--- config.mk ---
export PLATFORM = sky130hd
export DESIGN_NAME = a2d_sched_flat
export DESIGN_NICKNAME = d
export VERILOG_FILES = /design/src/rtl/a2d_sched_if.sv /design/src/rtl/a2d_sched.sv /design/src/flat_wrapper.sv
export SDC_FILE = /design/constraint.sdc
export NUM_CORES = 1
export LEC_CHECK = 0
export BUFFER_PORTS_ARGS = -buffer_cell sky130_fd_sc_hd__buf_2
export CAP_MARGIN = 20
export CORE_MARGIN = 10
export CORE_UTILIZATION = 43
export DETAILED_ROUTE_END_ITERATION = 8
export GPL_TIMING_DRIVEN = 0
export PLACE_DENSITY = 0.69
export SYNTH_ARGS = -nofsm -noshare
export SYNTH_HDL_FRONTEND = slang
export SYNTH_SLANG_ARGS = --single-unit
--- constraint.sdc ---
create_clock -name clk -period 2.75 [get_ports clk]
set_clock_uncertainty 0.2 [all_clocks]
set_input_delay 0.4125 -clock clk [delete_from_list [all_inputs] [get_ports clk]]
set_output_delay 0.4125 -clock clk [all_outputs]
set_load 0.005 [all_outputs]
--- src/rtl/a2d_sched_if.sv ---
// Signal bundle between the A2D round-robin scheduler, its trigger source,
// the shared SPI master and the result consumers.
interface a2d_sched_if;
  logic        nxt;
  logic        wrt;
  logic [15:0] cmd;
  logic        done;
  logic [15:0] rd_data;
  logic [11:0] lft_ld;
  logic [11:0] rght_ld;
  logic [11:0] steer_pot;
  logic [11:0] batt;
  logic        rnd_vld;
  logic        busy;
  logic        ovr;

  modport master (
    input  nxt, done, rd_data,
    output wrt, cmd, lft_ld, rght_ld, steer_pot, batt, rnd_vld, busy, ovr
  );

  modport slave (
    output nxt, done, rd_data,
    input  wrt, cmd, lft_ld, rght_ld, steer_pot, batt, rnd_vld, busy, ovr
  );
endinterface

--- src/rtl/a2d_sched.sv ---
// Round-robin ADC128S conversion scheduler: ch0, ch4, ch5 and (every
// BATT_DIV rounds) ch6, two SPI transactions per channel, latest results held.
module a2d_sched #(
  parameter int unsigned BATT_DIV = 8,
  parameter int unsigned GAP_CYC  = 4
) (
  input  logic         clk,
  input  logic         rst,
  a2d_sched_if.master  bus
);

  typedef enum logic [2:0] {
    IDLE, SEND, SEND_WT, GAP1, READ, READ_WT, GAP2, END
  } state_t;

  localparam logic [3:0] GAP_LAST  = 4'(GAP_CYC - 1);
  localparam logic [7:0] BATT_LAST = 8'(BATT_DIV - 1);

  state_t      r_state, w_state_nxt;
  logic [1:0]  r_slot, w_slot_nxt;
  logic [3:0]  r_gap;
  logic [7:0]  r_batt_cnt;
  logic        r_pend, w_pend_nxt;
  logic        r_ovr, w_ovr_nxt;
  logic [11:0] r_lft, r_rght, r_steer, r_batt;
  logic [2:0]  w_chnl;
  logic        w_last;
  logic        w_gap_done;
  logic        w_in_gap;
  logic        w_unused;

  // Slot 3 (battery) only exists on rounds where batt_cnt has wrapped to zero.
  always_comb begin
    w_chnl = 3'd6;
    case (r_slot)
      2'd0:    w_chnl = 3'd0;
      2'd1:    w_chnl = 3'd4;
      2'd2:    w_chnl = 3'd5;
      default: w_chnl = 3'd6;
    endcase
  end

  assign w_last     = (r_slot == 2'd3) || ((r_slot == 2'd2) && (r_batt_cnt != '0));
  assign w_in_gap   = (r_state == GAP1) || (r_state == GAP2);
  assign w_gap_done = w_in_gap && (r_gap == GAP_LAST);
  assign w_unused   = ^bus.rd_data[15:12];

  always_comb begin
    w_state_nxt = r_state;
    w_slot_nxt  = r_slot;
    w_pend_nxt  = r_pend;
    w_ovr_nxt   = 1'b0;

    case (r_state)
      IDLE: begin
        if (bus.nxt || r_pend) begin
          w_state_nxt = SEND;
          w_slot_nxt  = '0;
        end
      end
      SEND:    w_state_nxt = SEND_WT;
      SEND_WT: if (bus.done) w_state_nxt = GAP1;
      GAP1:    if (w_gap_done) w_state_nxt = READ;
      READ:    w_state_nxt = READ_WT;
      READ_WT: if (bus.done) w_state_nxt = w_last ? END : GAP2;
      GAP2: begin
        if (w_gap_done) begin
          w_state_nxt = SEND;
          w_slot_nxt  = r_slot + 2'd1;
        end
      end
      END:     w_state_nxt = IDLE;
      default: w_state_nxt = IDLE;
    endcase

    // In IDLE a held trigger is consumed; a trigger arriving that same cycle replaces it.
    if (r_state == IDLE) begin
      if (r_pend) w_pend_nxt = bus.nxt;
    end else if (bus.nxt) begin
      if (r_pend) w_ovr_nxt  = 1'b1;
      else        w_pend_nxt = 1'b1;
    end
  end

  always_ff @(posedge clk or posedge rst) begin
    if (rst) begin
      r_state    <= IDLE;
      r_slot     <= '0;
      r_gap      <= '0;
      r_batt_cnt <= '0;
      r_pend     <= 1'b0;
      r_ovr      <= 1'b0;
      r_lft      <= '0;
      r_rght     <= '0;
      r_steer    <= 12'h800;
      r_batt     <= '1;
    end else begin
      r_state <= w_state_nxt;
      r_slot  <= w_slot_nxt;
      r_pend  <= w_pend_nxt;
      r_ovr   <= w_ovr_nxt;
      r_gap   <= (w_in_gap && !w_gap_done) ? r_gap + 4'd1 : '0;

      if (r_state == END)
        r_batt_cnt <= (r_batt_cnt == BATT_LAST) ? '0 : r_batt_cnt + 8'd1;

      if ((r_state == READ_WT) && bus.done) begin
        case (r_slot)
          2'd0:    r_lft   <= bus.rd_data[11:0];
          2'd1:    r_rght  <= bus.rd_data[11:0];
          2'd2:    r_steer <= bus.rd_data[11:0];
          default: r_batt  <= bus.rd_data[11:0];
        endcase
      end
    end
  end

  assign bus.wrt       = (r_state == SEND) || (r_state == READ);
  assign bus.cmd       = ((r_state == IDLE) || (r_state == END)) ? '0 : {2'b00, w_chnl, 11'h000};
  assign bus.rnd_vld   = (r_state == END);
  assign bus.busy      = (r_state != IDLE);
  assign bus.ovr       = r_ovr;
  assign bus.lft_ld    = r_lft;
  assign bus.rght_ld   = r_rght;
  assign bus.steer_pot = r_steer;
  assign bus.batt      = r_batt;

endmodule

--- src/flat_wrapper.sv ---
// flat-port wrapper written by rule: the top's interface ports become plain ports
module a2d_sched_flat 
#(
  parameter int unsigned BATT_DIV = 8,
  parameter int unsigned GAP_CYC  = 4
)
  (clk, rst, bus_nxt, bus_done, bus_rd_data, bus_wrt, bus_cmd, bus_lft_ld, bus_rght_ld, bus_steer_pot, bus_batt, bus_rnd_vld, bus_busy, bus_ovr);
  a2d_sched_if bus_i ();
  input  logic clk;
  input  logic rst;
  input wire logic [$bits(bus_i.nxt)-1:0] bus_nxt;
  input wire logic [$bits(bus_i.done)-1:0] bus_done;
  input wire logic [$bits(bus_i.rd_data)-1:0] bus_rd_data;
  output wire logic [$bits(bus_i.wrt)-1:0] bus_wrt;
  output wire logic [$bits(bus_i.cmd)-1:0] bus_cmd;
  output wire logic [$bits(bus_i.lft_ld)-1:0] bus_lft_ld;
  output wire logic [$bits(bus_i.rght_ld)-1:0] bus_rght_ld;
  output wire logic [$bits(bus_i.steer_pot)-1:0] bus_steer_pot;
  output wire logic [$bits(bus_i.batt)-1:0] bus_batt;
  output wire logic [$bits(bus_i.rnd_vld)-1:0] bus_rnd_vld;
  output wire logic [$bits(bus_i.busy)-1:0] bus_busy;
  output wire logic [$bits(bus_i.ovr)-1:0] bus_ovr;
  assign bus_i.nxt = bus_nxt;
  assign bus_i.done = bus_done;
  assign bus_i.rd_data = bus_rd_data;
  assign bus_wrt = bus_i.wrt;
  assign bus_cmd = bus_i.cmd;
  assign bus_lft_ld = bus_i.lft_ld;
  assign bus_rght_ld = bus_i.rght_ld;
  assign bus_steer_pot = bus_i.steer_pot;
  assign bus_batt = bus_i.batt;
  assign bus_rnd_vld = bus_i.rnd_vld;
  assign bus_busy = bus_i.busy;
  assign bus_ovr = bus_i.ovr;
  a2d_sched #(.BATT_DIV(BATT_DIV), .GAP_CYC(GAP_CYC)) u_core (.clk(clk), .rst(rst), .bus(bus_i));
endmodule
# Word-level counts from Yosys, hierarchy flattened
# Index checks and enable logic that the tools add are counted.
totals:
  reg_bits: 67
  latch_bits: 0
  ramBits: 0
  rom_bits: 0
  output_inout_bits: 68
  word_cells: 74
  n_memories: 0
op_classes:
  n_addsub: 3
  mul: 0
  div: 0
  magnitude_cmp: 0
  eq_ne: 17
  shift: 0
  muxes: 20
  bitwise_logic: 1
  n_reduce_logical: 23
op_table:
  columns: ["op", "n"]
  rows:
  - ["case mux 3 bit (8 select lines)", 1]
  - ["two-way mux 3 bit", 5]
  - ["two-way mux 14 bit", 1]
  - ["== test 3 bit, second input constant", 4]
  - ["case mux 3 bit (3 select lines)", 1]
  - ["adder 8 x 1 -> 8 bit, second input constant", 1]
  - ["== test 8 x 3 -> 1 bit, second input constant", 1]
  - ["two-way mux 8 bit", 1]
  - ["AND reduction 2 bit", 4]
  - ["nonzero test 8 bit", 1]
  - ["two-way mux 1 bit", 7]
  - ["== test 3 x 2 -> 1 bit, second input constant", 2]
  - ["!= test 2 x 1 -> 1 bit, second input constant", 3]
  - ["logical OR 1 bit", 5]
  - ["AND reduction 5 bit", 1]
  - ["adder 4 x 1 -> 4 bit, second input constant", 1]
  - ["== test 2 bit, second input constant", 2]
  - ["== test 4 x 2 -> 1 bit, second input constant", 1]
  - ["logical AND 1 bit", 4]
  - ["two-way mux 2 bit", 2]
  - ["two-way mux 4 bit", 1]
  - ["!= test 2 bit, second input constant", 2]
  - ["case mux 2 bit (2 select lines)", 1]
  - ["nonzero test 2 bit", 2]
  - ["other kinds (10)", 10]

# Logic depth before layout (Yosys ltp)
depth:
  ltp_word: 6
  mapped_depth: 6
  mapped_depth_nobuf: 5

# Worst setup path before layout
# Ideal clock, no wire load.
synth_timing:
  path_kind: "flip-flop to output port"
  from: "reg u_core.r_state[1]"
  to: "out bus_cmd[11]"
  arrival_ps: 1158
  required_ps: 2138
  setup_slack_ps: 980
  stages_incl_launch_ff: 5
  n_path_buf: 2
  cell_sequence: "dfrtp_1 buf_2 or3_1 clkbuf_1 and3_1"
synth_between:
  elab_chain_cells: 3
  word_cells_on_any_way: 4
synth_rtl:
  columns: ["item", "line_no", "text"]
  rows:
  - ["start, declared", "a2d_sched.sv:19", "state_t r_state, w_state_nxt;"]
  - ["start signal, assigned", "a2d_sched.sv:98", "r_state <= w_state_nxt;"]
  - ["== test 3 bit / zero test 3 bit (equally long branches)", "a2d_sched.sv:119", "assign bus.cmd = ((r_state == IDLE) || (r_state == END)) ? '0 : {2'b00, w_chnl, 11'h000};"]
  - ["logical OR 1 bit *", "a2d_sched.sv:119", null]
  - ["two-way mux 14 bit *", "a2d_sched.sv:119", null]
  - ["end, declared", "flat_wrapper.sv:15", "output wire logic [$bits(bus_i.cmd)-1:0] bus_cmd;"]
# Mark *: on every way between the ends. The rest lies on a longest branch, timed or not.

# Worst setup path after layout
layout_timing:
  from: "reg u_core.r_state[1]"
  to: "out bus_cmd[12]"
# Same word-level chain as after synthesis.

==> reports/qor.csv <==
stage,metric,value,unit
outcome,status,finished clean,
placement,place_hpwl,4.82,mm
cts,clk_pin_slew,0.07,ns
cells_and_area,final_net_count,361,
synth,synth.area.top_cells,"sky130_fd_sc_hd__dfrtp_1 44%, sky130_fd_sc_hd__mux2_2 18%, sky130_fd_sc_hd__dfstp_2 11%",
critical_path,crit_arrival,1.67,ns
pwr,power.static_leakage,2.09,nW
synth,synth_edf_count,0,
route,drt_wl_total,6.34,mm
placement,placed_area,0.00358,mm^2
critical_path,rrSetupSlack,0.88,ns
cells_and_area,n_antenna_cell,0,
floorplanning,fp.dieW,104,um
cts,cts_tree,done,
timing,fin_crit_sh,83.0,%
timing,setup-violations-final,0,
cells_and_area,layout_cells_excl_fill,433,
cells_and_area,filler_cell_count,616,
floorplanning,chipHeight,104,um
critical_path,cp.required,2.14,ns
critical_path,crit_path_start_kind,flip-flop,
synth,synth_seq_cells,67,
cts,clkLatencyLatePin,0.33,ns
cts,htree_num_levels,3,
critical_path,critical_path.endpoint_type,output port,
placement,globalplace.congestion,0.812,
worst_hold_path,hold-path-endpoint,u_core.bus.lft_ld[4],
synth,yosysSeqAreaShare,55.6,%
synth,yosysTopAreaCell,sky130_fd_sc_hd__dfrtp_1,
synth,synth-warning-count,0,
floorplanning,rows,30,
route,drt-initial-drc-count,38,
critical_path,cp.buffers_inverters,3,
global_routing,initial_antenna_violation_count,0,
route,routed_wire_length_per_instance,14.6,um
synth,ys_async_sr_fraction,100,%
global_routing,grt_pass1_vias,2084,
placement,port_buffers,70,
worst_hold_path,worst_hold_startpoint,bus_rd_data[4],
floorplanning,coreArea,0.00683,mm^2
critical_path,critical_path_class,reg2out,
cells_and_area,layout-area-overhead-vs-synth,25.4,%
critical_path,worst_r2r_startpoint,u_core.r_slot[0],
cts,cts_num_sinks,67,
synth,synthesis.area_per_instance,12.9,um^2
timing,period_minus_slack,2.28,ns
route,route.vias.total,2052,
worst_hold_path,worstHoldPathType,in2reg,
route,antenna_left,0,
cts,max-clock-path-buffers,2,
synth,ys_types,40,
critical_path,crit_top_cell,sky130_fd_sc_hd__buf_2,
global_routing,grt_first_pass_wirelength,10.5,mm
critical_path,critPathSlowestCell,sky130_fd_sc_hd__dfrtp_1,
global_routing,largest_net_degree_at_the_start_of_global_routing,43,
global_routing,global_route.usage.total,12.0,%
timing,hold_violations,0,
floorplanning,initial_utilization,44.6,%
synth,synth_largest_type_area_fraction,44.4,%
cts,numCtsBuffers,9,
worst_hold_path,min_delay_path_depth,2,
route,detail_route.first_pass.iterations,6,
critical_path,r2r-end,u_core.bus.lft_ld[0],
global_routing,grt_overflow,0,
synth,synth_most_common_cell,sky130_fd_sc_hd__dfrtp_1,
floorplanning,io_pins,88,
placement,dpl.cell_count,416,
route,post_dr_vias_cell,4.74,
timing,slew_violations,0,
critical_path,max_stage_delay,0.35,ns
timing,unrepaired_setup_endpoints_after_global_routing,no,
pwr,p_per_area,748,mW/mm^2
synth,most_instantiated_flip_flop_cell_in_the_synthesis_netlist,sky130_fd_sc_hd__dfrtp_1,
floorplanning,die_area,0.0109,mm^2
critical_path,path_delay_family,simple AND/OR/NAND/NOR gates,
cts,cts_root_buf,sky130_fd_sc_hd__clkbuf_8,
pwr,ir_worst_vdd,368,uV
cells_and_area,layout.cell_area.non_filler,0.00382,mm^2
critical_path,cp_cell_sequence,buf_2 > or3_1 > clkbuf_1 > and3_1 > buf_2,
route,drc_violations_left,0,
synth,synthesis.area,0.00305,mm^2
critical_path,reg2reg_depth,5,
timing,relSlewSlack,61.1,%
timing,maxClockFrequency,0.438,GHz
timing,max_slew.worst_pin.slew,0.582,ns
pwr,total_power,2.86,mW
flow_run,maxCapViolCount,0,
synth,syn_inst,237,
critical_path,critical_path.max_fanout,10,
synth,top_post_synthesis_cells_by_count,"54 x sky130_fd_sc_hd__dfrtp_1, 48 x sky130_fd_sc_hd__mux2_2, 17 x sky130_fd_sc_hd__buf_4",
cells_and_area,layout-drive-gt1-share,51.6,%
==> power breakdown <==
part           leakage, nW  switching [mW]  internal, mW
logic                 1.11           0.342         0.349
registers            0.869           0.100          1.15
clock network        0.113           0.356         0.559
==> sequential cells by signal (all words and copies together) (netlist names) <==
register / flops
u_core.bus.steer_pot: 12
u_core.bus.ovr: 1
u_core.bus.rght_ld: 12
u_core.bus.batt: 12
u_core.r_gap: 4
u_core.r_batt_cnt: 8
u_core.r_pend: 1
u_core.r_state: 3
u_core.bus.lft_ld: 12
u_core.r_slot: 2
==> how the worst max path moves through the flow <==
stage / start / to / slack, ns / cells after the start
5_1_grt: u_core.r_state[1] / bus_cmd[11] / 0.37 / 5
6_report: u_core.r_state[1] / bus_cmd[12] / 0.47 / 5
3_5_place_dp: u_core.r_state[1] / bus_cmd[12] / 0.82 / 5
3_3_place_gp: rst / u_core.bus.steer_pot[6] / -0.35 / 2
4_1_cts: u_core.r_state[1] / bus_cmd[12] / 0.44 / 5
2_1_floorplan: rst / u_core.bus.lft_ld[0] / 0.48 / 1
==> per-layer routing <==
| metal | track usage (%) | share of wire [%] | up-vias |
|---|---|---|---|
| li1 | - | - | 991 |
| met1 | 14.5 | 45 | 994 |
| met2 | 19.0 | 47 | 58 |
| met3 | 4.34 | 6.1 | 9 |
| met4 | 5.07 | 1.1 | 0 |
| met5 | 0 | 0 | - |
==> area by class of cell <==
class | count | area (um^2) | area share, %
repair buffers | 72 | 380 | 9.96
clock inverters | 4 | 72.6 | 1.90
well taps | 96 | 120 | 3.14
flip-flops and latches | 67 | 1690 | 44.3
multi-input cells | 149 | 1200 | 31.5
plain buffers | 24 | 160 | 4.19
clock buffers | 12 | 155 | 4.06
inverters | 9 | 33.8 | 0.884
==> per-stage QoR <==
stage | hold WS [ns] | util (%) | TNS (ns) | worst slack, ns
6_report | 0.147 | 55.9 | 0 | 0.468
2_1_floorplan | 0.233 | - | 0 | 0.476
3_3_place_gp | 0.248 | 52.1 | -18.62 | -0.348
5_1_grt | 0.137 | 55.9 | 0 | 0.372
4_1_cts | 0.133 | 55.9 | 0 | 0.441
3_5_place_dp | 0.253 | 52.4 | 0 | 0.821
==> logic make-up after synthesis <==
logic type	count (synthesis)	share of synthesized area, %
adder cells (fa/ha/maj)	10	4.02
flip-flops	67	55.6
other	1	0.123
buffers and inverters	33	6.37
AO/OA/AOI/OAI	20	4.56
multiplexers	48	17.7
XOR/XNOR	8	2.30
AND/OR/NAND/NOR	50	9.32
==> timing repair <==
action                    in CTS  in global routing
hold buffers                   1                  0
hold endpoints to repair      22                  0
resized for setup              0                  0
setup buffers                  0                  0
==> cells in the final DEF, fill, tap and decap left out, types with 3 or more instances in the layout <==
cell                       count
sky130_fd_sc_hd__mux2_2       48
sky130_fd_sc_hd__ha_1          9
sky130_fd_sc_hd__nand3_1       4
sky130_fd_sc_hd__clkbuf_1      3
sky130_fd_sc_hd__xor2_1        4
sky130_fd_sc_hd__conb_1       13
sky130_fd_sc_hd__nor4_1        3
sky130_fd_sc_hd__clkbuf_8     11
sky130_fd_sc_hd__xnor2_1       4
sky130_fd_sc_hd__buf_2        75
sky130_fd_sc_hd__dfrtp_1      54
sky130_fd_sc_hd__buf_4        17
sky130_fd_sc_hd__nand2_1      11
sky130_fd_sc_hd__or3_1         3
sky130_fd_sc_hd__o21ai_0       7
sky130_fd_sc_hd__nor2_1        6
sky130_fd_sc_hd__nand2b_1      5
sky130_fd_sc_hd__nor2b_1       4
sky130_fd_sc_hd__inv_1         8
sky130_fd_sc_hd__and3_1        3
sky130_fd_sc_hd__dfstp_2      13
Note: power is estimated with default switching activity, not from simulation.
